File: config.mk
export PLATFORM = sky130hd
export DESIGN_NAME = calc_sequencer
export DESIGN_NICKNAME = d
export VERILOG_FILES = /design/src/rtl/calc_sequencer_pkg.sv /design/src/rtl/calc_entry_timer.sv /design/src/rtl/calc_sequencer.sv
export SDC_FILE = /design/constraint.sdc
export NUM_CORES = 1
export LEC_CHECK = 0
export ABC_AREA = 1
export CORE_UTILIZATION = 58
export DETAILED_ROUTE_END_ITERATION = 8
export GPL_TIMING_DRIVEN = 1
export PLACE_DENSITY = 0.8
export SKIP_LAST_GASP = 1
export SLEW_MARGIN = 20
export SYNTH_ARGS = -nofsm -noshare
export SYNTH_HDL_FRONTEND = slang
export SYNTH_SLANG_ARGS = --single-unit
File: constraint.sdc
create_clock -name clk -period 3.53 [get_ports clk]
set_input_delay 0.5295 -clock clk [delete_from_list [all_inputs] [get_ports clk]]
set_output_delay 0.5295 -clock clk [all_outputs]
set_load 0.005 [all_outputs]
File: src/rtl/calc_sequencer_pkg.sv
// calc_pkg: shared types and constants for the keypad calculator sequencer.
//   - calc_state_e : sequencer FSM states
//   - REG_A_IDX / REG_B_IDX : register bank slots for operands A and B
//   - OP_ADD/OP_SUB/OP_AND/OP_OR : 2-bit ALU operation codes
//   - DATA_W : operand / result width
package calc_pkg;

  localparam int unsigned DATA_W = 8;

  localparam logic [1:0] REG_A_IDX = 2'd0;
  localparam logic [1:0] REG_B_IDX = 2'd1;

  localparam logic [1:0] OP_ADD = 2'd0;
  localparam logic [1:0] OP_SUB = 2'd1;
  localparam logic [1:0] OP_AND = 2'd2;
  localparam logic [1:0] OP_OR  = 2'd3;

  typedef enum logic [3:0] {
    S_IDLE,
    S_A_HI,
    S_A_LO,
    S_B_HI,
    S_B_LO,
    S_WAIT_OP,
    S_EXEC,
    S_WB,
    S_DONE
  } calc_state_e;

endpackage

File: src/rtl/calc_entry_timer.sv
// calc_entry_timer: idle counter for keypad entry.
//   clk, rst_n : clock, asynchronous active-low reset
//   enable     : count only while high; counter is held at zero otherwise
//   restart    : synchronous restart to zero (a key arrived / abort)
//   expire     : single-cycle pulse in the LIMIT-th consecutive idle cycle
module calc_entry_timer #(
  parameter logic [23:0] LIMIT = 24'd10_000_000
) (
  input  logic clk,
  input  logic rst_n,
  input  logic enable,
  input  logic restart,
  output logic expire
);

  logic [23:0] count_q;

  // count_q holds the number of idle cycles already completed, so the
  // LIMIT-th idle cycle is the one that sees LIMIT-1.
  assign expire = enable && !restart && (count_q == LIMIT - 24'd1);

  always_ff @(posedge clk or negedge rst_n) begin
    if (!rst_n) begin
      count_q <= '0;
    end else if (!enable || restart || expire) begin
      count_q <= '0;
    end else begin
      count_q <= count_q + 24'd1;
    end
  end

endmodule

File: src/rtl/calc_sequencer.sv
// calc_sequencer: keypad-driven sequencer for a 4x8 register bank and a
// 2-bit-select ALU. Two hex nibbles build operand A (written to R0), two
// more build B (written to R1); start issues one ALU op whose result is
// written back to DEST_REG.
//
// Optional build macro: CALC_ACCUM_EN -- accumulator mode: the result is
// written to R0 and the FSM returns to B entry after DONE.
//
// Ports:
//   clk, rst_n         : clock, asynchronous active-low reset
//   key_valid/key_code : one key per cycle from the keypad encoder
//   op_sel             : ALU op, latched when start is accepted
//   start              : execute, honoured only in WAIT_OP
//   clear              : synchronous abort to IDLE, highest priority
//   alu_out, alu_zero  : combinational ALU result / zero flag
//   addr_a, addr_b     : register bank read addresses
//   addr_wr, wr_data   : register bank write address / data
//   wr_en              : register bank write enable (one-cycle pulse)
//   alu_sel            : ALU operation select
//   busy               : high whenever the FSM is not in IDLE
//   done               : one-cycle pulse after result writeback
//   timeout            : one-cycle pulse on entry abort
//   zero_flag          : ALU zero flag captured at the last writeback
module calc_sequencer
  import calc_pkg::*;
#(
  parameter logic [1:0]  DEST_REG       = 2'd2,
  parameter logic [23:0] TIMEOUT_CYCLES = 24'd10_000_000
) (
  input  logic              clk,
  input  logic              rst_n,
  input  logic              key_valid,
  input  logic [3:0]        key_code,
  input  logic [1:0]        op_sel,
  input  logic              start,
  input  logic              clear,
  input  logic [DATA_W-1:0] alu_out,
  input  logic              alu_zero,
  output logic [1:0]        addr_a,
  output logic [1:0]        addr_b,
  output logic [1:0]        addr_wr,
  output logic [DATA_W-1:0] wr_data,
  output logic              wr_en,
  output logic [1:0]        alu_sel,
  output logic              busy,
  output logic              done,
  output logic              timeout,
  output logic              zero_flag
);

`ifdef CALC_ACCUM_EN
  localparam logic [1:0]  WB_DEST    = REG_A_IDX;
  localparam calc_state_e AFTER_DONE = S_B_HI;
`else
  localparam logic [1:0]  WB_DEST    = DEST_REG;
  localparam calc_state_e AFTER_DONE = S_IDLE;
`endif

  calc_state_e       state_q, state_d;
  logic [3:0]        hi_q, hi_d;
  logic [1:0]        addr_a_d, addr_b_d, addr_wr_d, alu_sel_d;
  logic [DATA_W-1:0] wr_data_d;
  logic              wr_en_d, busy_d, done_d, timeout_d, zero_flag_d;
  logic              entry_active, expire;

  assign entry_active = (state_q == S_A_HI) || (state_q == S_A_LO) ||
                        (state_q == S_B_HI) || (state_q == S_B_LO);

  calc_entry_timer #(
    .LIMIT(TIMEOUT_CYCLES)
  ) u_timer (
    .clk    (clk),
    .rst_n  (rst_n),
    .enable (entry_active),
    .restart(key_valid || clear),
    .expire (expire)
  );

  always_ff @(posedge clk or negedge rst_n) begin
    if (!rst_n) begin
      state_q   <= S_IDLE;
      hi_q      <= '0;
      addr_a    <= '0;
      addr_b    <= '0;
      addr_wr   <= '0;
      wr_data   <= '0;
      wr_en     <= 1'b0;
      alu_sel   <= '0;
      busy      <= 1'b0;
      done      <= 1'b0;
      timeout   <= 1'b0;
      zero_flag <= 1'b0;
    end else begin
      state_q   <= state_d;
      hi_q      <= hi_d;
      addr_a    <= addr_a_d;
      addr_b    <= addr_b_d;
      addr_wr   <= addr_wr_d;
      wr_data   <= wr_data_d;
      wr_en     <= wr_en_d;
      alu_sel   <= alu_sel_d;
      busy      <= busy_d;
      done      <= done_d;
      timeout   <= timeout_d;
      zero_flag <= zero_flag_d;
    end
  end

  // Outputs are registered: each branch sets the value the output must carry
  // in the cycle after the transition (e.g. EXEC addresses are set on the
  // edge entering EXEC, WB write data is alu_out sampled at the end of EXEC).
  always_comb begin
    state_d     = state_q;
    hi_d        = hi_q;
    addr_a_d    = addr_a;
    addr_b_d    = addr_b;
    addr_wr_d   = addr_wr;
    wr_data_d   = wr_data;
    alu_sel_d   = alu_sel;
    zero_flag_d = zero_flag;
    wr_en_d     = 1'b0;
    done_d      = 1'b0;
    timeout_d   = 1'b0;

    if (clear) begin
      state_d = S_IDLE;
    end else if (expire) begin
      state_d   = S_IDLE;
      timeout_d = 1'b1;
    end else begin
      unique case (state_q)
        S_IDLE, S_A_HI: begin
          if (key_valid) begin
            hi_d    = key_code;
            state_d = S_A_LO;
          end
        end
        S_A_LO: begin
          if (key_valid) begin
            wr_en_d   = 1'b1;
            addr_wr_d = REG_A_IDX;
            wr_data_d = {hi_q, key_code};
            state_d   = S_B_HI;
          end
        end
        S_B_HI: begin
          if (key_valid) begin
            hi_d    = key_code;
            state_d = S_B_LO;
          end
        end
        S_B_LO: begin
          if (key_valid) begin
            wr_en_d   = 1'b1;
            addr_wr_d = REG_B_IDX;
            wr_data_d = {hi_q, key_code};
            state_d   = S_WAIT_OP;
          end
        end
        S_WAIT_OP: begin
          if (start) begin
            alu_sel_d = op_sel;
            addr_a_d  = REG_A_IDX;
            addr_b_d  = REG_B_IDX;
            state_d   = S_EXEC;
          end
        end
        S_EXEC: begin
          wr_en_d     = 1'b1;
          addr_wr_d   = WB_DEST;
          wr_data_d   = alu_out;
          zero_flag_d = alu_zero;
          state_d     = S_WB;
        end
        S_WB: begin
          done_d  = 1'b1;
          state_d = S_DONE;
        end
        S_DONE: begin
          state_d = AFTER_DONE;
        end
        default: begin
          state_d = S_IDLE;
        end
      endcase
    end

    busy_d = (state_d != S_IDLE);
  end

endmodule

After elaboration in Yosys (flattened, before gate mapping) --
Cells that the tools add are included.
Operators by class: add/subtract/negate cells 1, eq/ne operators 11, multiplexer cells 23, bitwise logic cells 2, reductions and logical operators 22
Operators by type and width (number):
- $mux W4 | 7
- $pmux W4 S7 | 1
- $add A24 B1 Y24 const B | 1
- $eq A24 B24 Y1 const B | 1
- $mux W24 | 1
- $eq A4 B3 Y1 const B | 4
- $pmux W8 S2 | 1
- $reduce_and A4 Y1 | 3
- $eq A4 B2 Y1 const B | 2
- $mux W1 | 8
- $mux W8 | 1
- $logic_or A1 B1 Y1 | 6
- $pmux W2 S3 | 1
- $reduce_and A5 Y1 | 1
- $eq A4 B1 Y1 const B | 1
- $logic_not A4 Y1 | 1
- $mux W2 | 2
- $ne A2 B2 Y1 const B | 2
- $reduce_bool A4 Y1 | 1
- $reduce_or A2 Y1 | 2
- $reduce_and A3 Y1 | 1
- $reduce_bool A3 Y1 | 1
- $reduce_or A3 Y1 | 1
- $logic_and A1 B1 Y1 | 2
- other kinds (5) | 7
Storage, ports and cells: bits in registers 50, bits of input ports 20, output and inout bits 21, word-level logic and storage cells 71

Logic depth before layout (Yosys ltp) --
Gate-level depths: netlist of run 1.
depth after elaboration 9, gate-level depth with buffers 10

Hierarchy --
A second synthesis of run 1 with hierarchy kept.
Second synthesis, totals: cells, all modules 379, area total of the unflattened synthesis 2915.3 um^2
Modules (own cells, without submodules):
- calc_entry_timer | instances 1, cells each 214, area an instance 1575.3 um^2, seq. area each 600.6 um^2
- calc_sequencer | instances 1, cells each 165, area an instance 1340.0 um^2, seq. area each 650.6 um^2

Worst setup path before layout of run 1 --
Ideal clock, no wire load.
path type register to register, start point register u_timer.count_q[0], end point register busy, setup time 0.123 ns, arrival time 1.397 ns, data required time 3.407 ns, path slack 2.010 ns, stages on the path, launching flop included 9, buffers on the path 0, path through dfrtp_1 -> ha_1 -> nand3_2 -> inv_2 -> nand3_1 -> nor2_1 -> nand3_4 -> o211ai_1 -> nand2_1
On the way: word-level cells in the longest chain between the ends 5
Ends and longest elaborated chain:
- start: declaration | line calc_entry_timer.sv:16 | logic [23:0] count_q;
- start signal: assignment | line calc_entry_timer.sv:28 | count_q <= count_q + 24'd1;
- $eq A24 B24 Y1 | line calc_entry_timer.sv:20 | assign expire = enable && !restart && (count_q == LIMIT - 24'd1);
- $logic_and A1 B1 Y1 | line calc_entry_timer.sv:20
- $mux W4 | line calc_sequencer.sv:127 | end else if (expire) begin
- $mux W4 | line calc_sequencer.sv:125 | if (clear) begin
- $reduce_bool A4 Y1 | line calc_sequencer.sv:188 | busy_d = (state_d != S_IDLE);
- via busy_d | line calc_sequencer.sv:63 | logic wr_en_d, busy_d, done_d, timeout_d, zero_flag_d;
- end signal: assignment | line calc_sequencer.sv:102 | busy <= busy_d;
- end: declaration | line calc_sequencer.sv:45 | output logic busy,
The timed path passes the listed nets, and every way through them passes these cells. A chain may end at the register's enable or synchronous reset.

Worst setup path after layout of run 1 --
start point register state_q[0], end point register addr_wr[0]
On the way: word-level cells in the longest chain between the ends 8, elaborated cells between the ends (all ways) 16, those cells by class 7 x eq/ne; 1 x mux; 1 x bitwise; 7 x reduce/logical
Ends and longest elaborated chain:
- start: declaration | line calc_sequencer.sv:59 | calc_state_e state_q, state_d;
- start signal: assignment | line calc_sequencer.sv:94 | state_q <= state_d;
- $eq A4 B1 Y1 / $eq A4 B2 Y1 (equally long branches) | line calc_sequencer.sv:66, calc_sequencer.sv:131
- $logic_or A1 B1 Y1 (2 in a row) | line calc_sequencer.sv:66 | assign entry_active = (state_q == S_A_HI) || (state_q == S_A_LO) ||
- $logic_or A1 B1 Y1 | line calc_sequencer.sv:67 | (state_q == S_B_HI) || (state_q == S_B_LO);
- $logic_and A1 B1 Y1 (2 in a row) | line calc_entry_timer.sv:20
- $not A1 Y1 (no line)
- $reduce_and A5 Y1 (no line)
- end signal: assignment | line calc_sequencer.sv:98 | addr_wr <= addr_wr_d;
- end: declaration | line calc_sequencer.sv:41 | output logic [1:0] addr_wr,
Parallel ways exist; a longest one is shown, timed or not.

==> impl_results.md, run 1 <==
- Post-synth top area cell: dfrtp_1
- Chain of cells forming the critical path: nor2_2, nand2_1, inv_1, a21oi_1, nor2_2, inv_1, nand2_1, o21ai_2
- Total die area: 5100 um2
- Cell area power density: approximately 360 nW/um2
- Commonest cells after routing, fill and taps aside: nand2_1 (97), nor2_1 (62), dfrtp_1 (50)
- Worst reg2reg endpoint: addr_wr[0]
- Final instance area: 3260 um2
- Critical path startpoint: state_q[0]
- Combinational family with the most area after synthesis: simple AND/OR/NAND/NOR gates
- Critical R2R Launch: state_q[0]
- Mean instance size in the synthesized netlist: roughly 7.7 um2
- Initial Utilization: 0.621
- Biggest area contributors in the synthesized netlist: dfrtp_1 (45%), nand2_1 (13%), nor2_1 (8.3%), inv_1 (4.4%), xor2_1 (2.8%)
- Post-route antenna net violation count: 0
- Via count of the first global-routing pass: 2221
- Via count: between 2000 and 2500
- Element type at the critical path start: flip-flop
- Share of synthesized cell area in and, or, nand and nor gates: 0.375
- Number of clock sinks: 50
- Number of buffers inserted by hold repair at cts: 0
- Clock slew at reported path FFs: 0.09 ns
- Final Routed Wirelength: 6.24 mm
- Number of enable-type register cells in the synthesized netlist: 0
- Slack of the worst reg-to-reg path: 1.29 ns
- Critical path type: reg2reg
- Setup repair after global routing missed its margin: false
- Number of max-slew violations in the final report: 0
- Cell area after synthesis: 2800 um2
- Global-route wire length before repair: approximately 11 mm
- Placer Congestion: 0.923
- Portion of the post-synthesis area used by sequential elements: 0.447
- Placeable Area: 4500 um2
- Multiplexer area fraction after synthesis: 0
- Fraction of final layout cells sized beyond drive strength 1: 0.102
- Leakage power: between 0.001 and 0.0015 uW
- Worst relative slew slack: 0.591
- Final Hold Slack: 0.245 ns
- Xor and xnor area share after synthesis: 0.0345
- Total negative slack for setup checks: 0 ns
- Crit Path Max Fanout: 12
- Endpoints failing setup: 0
- Clock latency on the worst-skew pair: approximately 0.3 ns
- Post-detailed-route via-to-cell ratio: roughly 5.4
- Largest net degree at the start of global routing: 51
- IR drop worst, VDD: 286 uV
- HPWL Detailed: 4.66 mm
- Critical path endpoint category: flip-flop
- Fraction of post-synthesis cell area in the top cell type by area: 0.447
- Number of I/O port buffers: 37
- H-tree levels: 2
- Die Width: 71.4 um
- Post-CTS Setup Inserts: 0
- Number of top-level design ports: 41
- Most instantiated flip-flop cell in the synthesis netlist: dfrtp_1
- Antenna diodes: 0
- Routed wire length per instance: 13.8 um
- Worst Tran Pin Value: 0.614 ns
- Placement row count: 24
- Top cell family by delay on the critical path: simple AND/OR/NAND/NOR gates
- Die extent in y: 71.4 um
- Share of synthesized cell area in full adder, half adder and majority cells: 0.00447
- R2R cell count: 8
- Overall global routing resource usage: 0.267
- Number of endpoints with negative hold slack in the final report: 0
- Count of warnings emitted by yosys: 0
- Compound-Gate Fraction of Synth Area: 0.0622
- Netlist cell types: 35
- Minimum period implied by the final worst setup slack: 2.24 ns
- Crit path buf inv count: 2
- Endpoint required time on the critical path: 3.71 ns
- Number of standard cells in the layout, taps in and fillers out: 453
- Max-Cap Viols: 0
- Number of antenna violations at the first check in global routing: 0
- Global-route congestion overflow total: 0
- Detailed-routing iteration count for the pre-antenna-repair pass: 4
- Achievable clock frequency: ~450 MHz
- Max stage delay on crit path: 0.48 ns
- Class of the most critical hold timing path: in2async
- Number of instances in the placed design: between 400 and 500
- Clock Tree Root: clkbuf_8
- 1st-iter DRT viols: 235
- Run status: finished, final reports clean
- Synthesis-stage register bit count: 50
- FFs w/ async S/R, synth: 1.00
- Cell area after placement: 3160 um2
- Final Cycle Share: 0.634
- TritonCTS clock tree: done
- Drt drc: 0
- Post-cts sizing count: 0
- Post-layout nets: 421
- Pre-CTS setup slack: 1.08 ns
- CTS max path bufs: 2
- Most common library cell in the layout ignoring fill and taps: nand2_1
- Fin worst setup slack: 1.29 ns
- Critical Path AT: 2.42 ns
- Clock buffers created by TritonCTS: 5
- Crit path max-delay cell type: dfrtp_1
- Clock Skew: 0.00982 ns
- Gate count after technology mapping: 364
- Area grow syn2layout: 16.5%
-- cell type report --
class | instances | area (um2)
inverters | 37 | 139
repair buffers | 37 | 368
clock inverters | 1 | 5.00
flip-flops and latches | 50 | 1250
multi-input cells | 269 | 1340
well taps | 52 | 65.1
fillers | 372 | 1250
clock buffers | 7 | 86.3
-- worst max-delay path by stage --
stage	to	slack (ns)	cells past startpoint
2_1_floorplan	busy	2.01	8
3_3_place_gp	u_timer.count_q[3]	1.11	8
3_5_place_dp	u_timer.count_q[3]	1.08	8
4_1_cts	addr_wr[0]	1.29	8
5_1_grt	wr_data[1]	1.03	8
6_report	addr_wr[0]	1.29	8
-- cell usage after synthesis (2+ instances only) --
| master | instances |
|---|---|
| nor2_2 | 8 |
| o21ai_2 | 2 |
| a21oi_1 | 6 |
| nand2_1 | 97 |
| xnor2_1 | 2 |
| buf_2 | 2 |
| inv_2 | 4 |
| buf_6 | 2 |
| dfrtp_1 | 50 |
| or2_2 | 8 |
| nor4_1 | 3 |
| nand3_2 | 3 |
| nand2_4 | 2 |
| inv_1 | 33 |
| nor3_1 | 10 |
| buf_4 | 4 |
| nand4_1 | 12 |
| nor2_1 | 62 |
| nor2_4 | 2 |
| o211ai_1 | 10 |
| o21ai_0 | 6 |
| nand3_1 | 15 |
| xor2_1 | 9 |
-- state kept, by name (all words and copies together), names as in the netlist --
| register | cells |
|---|---|
| busy | 1 |
| state_q | 4 |
| hi_q | 4 |
| addr_b | 1 |
| alu_sel | 2 |
| timeout | 1 |
| zero_flag | 1 |
| addr_wr | 2 |
| u_timer.count_q | 24 |
| wr_en | 1 |
| done | 1 |
| wr_data | 8 |
-- metrics by stage --
step,total power (uW),utilization
after floorplan,723,-
after global placement,827,0.702
after detailed placement,831,0.702
after CTS,1170,0.723
after global routing,1220,0.723
final,1160,0.723
-- per-layer routing --
layer,part of all wire,global-route usage,wire length (um)
met3,0.061,0.0563,382
met4,0.0062,0.0467,39
met5,0,0,0
met2,0.42,0.379,2630
met1,0.51,0.425,3190
-- where the power goes --
group	leakage, uW	switching, uW	internal [uW]	total (uW)
clock	0.0000482	182	158	340
sequential	0.000673	26.5	614	641
combinational	0.000689	82.8	96.5	179
-- cells by family after synthesis --
logic type | after synthesis
simple gates | 228
xor+xnor | 11
other cells | 1
compound gates | 26
buf+inv | 47
flops | 50
fa+ha+maj | 1
No activity file was read; power rests on OpenSTA's default activity.
==> run 2: changes to the inputs <==
Settings changed: CORE_UTILIZATION 58 to 49, PLACE_DENSITY 0.8 to 0.72.
Clock period 3.53 ns to 2 ns, I/O delays scaled along.
==> run 2 against run 1 <==
Net effect:
- critical path depth unchanged
- setup slack worse by 1.0 ns
- non-clock buffer count up 11
- register-to-register slack worse by 1.0 ns
- sequential share of layout area down 1.2 points
- via count down 0.37%
- clock power up 75%
- fmax up 31%
- critical path type unchanged
- critical endpoint is now state_q[0]
==> impl_results.md, run 2 (synthesis results as in run 1) <==
- H-tree levels: 2
- Initial Utilization: 0.508
- Worst Tran Pin Value: 0.518 ns
- Critical path type: reg2reg
- Met2 GRT Util: 0.348
- Register bank with the most flops: u_timer.count_q
- Element type at the critical path start: flip-flop
- Final Hold Slack: 0.474 ns
- Largest net degree at the start of global routing: 25
- Number of max-slew violations in the final report: 0
- Achievable clock frequency: 586 MHz
- Number of clock sinks: 50
- Clock latency on the worst-skew pair: 0.29 ns
- Number of I/O port buffers: 37
- IR drop worst, VDD: roughly 400 uV
- Fin worst setup slack: 0.294 ns
- Met3 Usage GRT: 0.0400
- Internal power contribution: between 1500 and 2000 uW
- Crit Path Max Fanout: 10
- Area grow syn2layout: 20.3%
- Via count of the first global-routing pass: 2341
- Detailed-routing iteration count for the pre-antenna-repair pass: 4
- Clock Tree Root: clkbuf_8
- Final Cycle Share: 0.853
- Critical path endpoint category: flip-flop
- Top cell family by delay on the critical path: simple AND/OR/NAND/NOR gates
- TritonCTS clock tree: done
- Critical Path AT: 1.89 ns
- Filler cell count in the final layout: 521
- Die Width: 77.5 um
- Overall global routing resource usage: 0.228
- Global-route wire length before repair: 10.9 mm
- Pre-CTS setup slack: 0.134 ns
- Combinational share of power: 0.158
- Total negative slack for setup checks: 0 ns
- Layer with the highest usage: met2
- Area taken by flip-flops and latches: 1250 um2
- Placeable Area: 5510 um2
- Run status: finished, final reports clean
- 1st-iter DRT viols: about 190
- Multi-input gate area in the final layout: 1340 um2
- Met1 track demand over resource: 0.345
- Net Sw Frac: 0.245
- Number of endpoints with negative hold slack in the final report: 0
- Max stage delay on crit path: approximately 0.38 ns
- Fraction of final layout cells sized beyond drive strength 1: 0.124
- Chain of cells forming the critical path: ha_1, nand3_2, inv_2, nand3_1, nor2_1, nand3_4, nand2_1, a21oi_1
- Drt drc: 0
- Power consumption: 2050 uW
- Largest registers in the final layout: u_timer.count_q: 24 flops, wr_data: 8 flops
- Worst relative slew slack: 0.654
- Die extent in y: 77.5 um
- Endpoints failing setup: 0
- Fraction of power consumed by the clock network: 0.291
- Number of antenna violations at the first check in global routing: 0
- Placement row count: 27
- Part of the total power dissipated in sequential elements: 0.551
- Via count: approximately 2500
- Leakage power: ~0.0015 uW
- Cell area power density: 608 nW/um2
- Post-detailed-route via-to-cell ratio: about 5.1
- Setup repair after global routing missed its margin: false
- R2R cell count: 8
- Number of flip-flops under the largest register name: 24
- Total die area: 6010 um2
- Clock buffers created by TritonCTS: 5
- Number of cells on the critical path: 8
- Most common library cell in the layout ignoring fill and taps: nand2_1
- Placer Congestion: 0.913
- Max-Cap Viols: 0
- Endpoint required time on the critical path: 2.18 ns
- Minimum period implied by the final worst setup slack: roughly 1.7 ns
- Clock Skew: 0.0128 ns
- Class of the most critical hold timing path: reg2reg
- Routed wire length per instance: 12.9 um
- Number of top-level design ports: between 40 and 50
- Post-route antenna net violation count: 0
- Post-cts sizing count: 0
- Crit path buf inv count: 1
- Commonest cells after routing, fill and taps aside: nand2_1 (97), nor2_1 (62), dfrtp_1 (50)
- Final Routed Wirelength: around 6.2 mm
- Switching Power: roughly 500 uW
- Clock slew at reported path FFs: 0.09 ns
- HPWL Detailed: 4.93 mm
- Number of cells traversed by the worst hold path: 2
- Antenna diodes: 0
- Global-route congestion overflow total: 0
- Post-layout nets: about 430
- CTS max path bufs: 2
- Crit path max-delay cell type: dfrtp_1
run 2: cell count changes in the layout (fill, tap and decap cells not counted):
cell	change
buf_4	+9
dlygate4sd3_1	+1
buf_2	+1
run 2: tightest hold or removal path: cells and delay by family (launching register included):
family	cells	cell delay (ns)
buf+inv	1	0.04
flops	1	0.35
simple gates	1	0.06
run 2: routing by layer:
| layer | wire length (um) | vias to the layer above |
|---|---|---|
| met5 | 0 | - |
| met3 | 250 | 4 |
| met4 | 45 | 0 |
| met1 | 3230 | 1137 |
| met2 | 2720 | 63 |
| li1 | - | 1247 |
run 2: final cells by class:
class | count | share of cell area
multi-input combinational | 269 | 0.399
clock inverter | 1 | 0.00149
timing repair buffer | 48 | 0.134
clock buffer | 7 | 0.0257
tap | 72 | 0.0268
inverter | 37 | 0.0413
sequential | 50 | 0.372
run 2: through the flow:
step           std cells   util  instance area [um2]
2_1_floorplan        366      -                 2800
3_3_place_gp         475  0.593                 3260
3_5_place_dp         475  0.593                 3260
4_1_cts              484  0.611                 3360
5_1_grt              484  0.611                 3360
6_report             484  0.611                 3360
run 2: worst paths after layout:
check / end / slack, ns / startpoint
min in group asynchronous: u_timer.count_q[21] / 0.50 / rst_n
setup reg to reg: state_q[0] / 0.29 / u_timer.count_q[1]
setup / recovery: state_q[0] / 0.29 / u_timer.count_q[1]
hold / removal: addr_b[0] / 0.47 / addr_b[0]
max in group asynchronous: zero_flag / 0.88 / rst_n
hold reg to reg: addr_b[0] / 0.47 / addr_b[0]
run 2: power by group through the flow:
stage                     clock, uW  combinational (uW)  sequential (uW)
after floorplan                   0                 130             1150
after global placement            0                 323             1150
after detailed placement          0                 327             1150
after CTS                       617                 330             1130
after global routing            654                 366             1140
final                           595                 324             1130
run 2: what timing repair did:
item / in CTS / in global routing
endpoints found under the hold margin: 22 / 0
hold buffers: 1 / 0
buffers inserted: 0 / 0
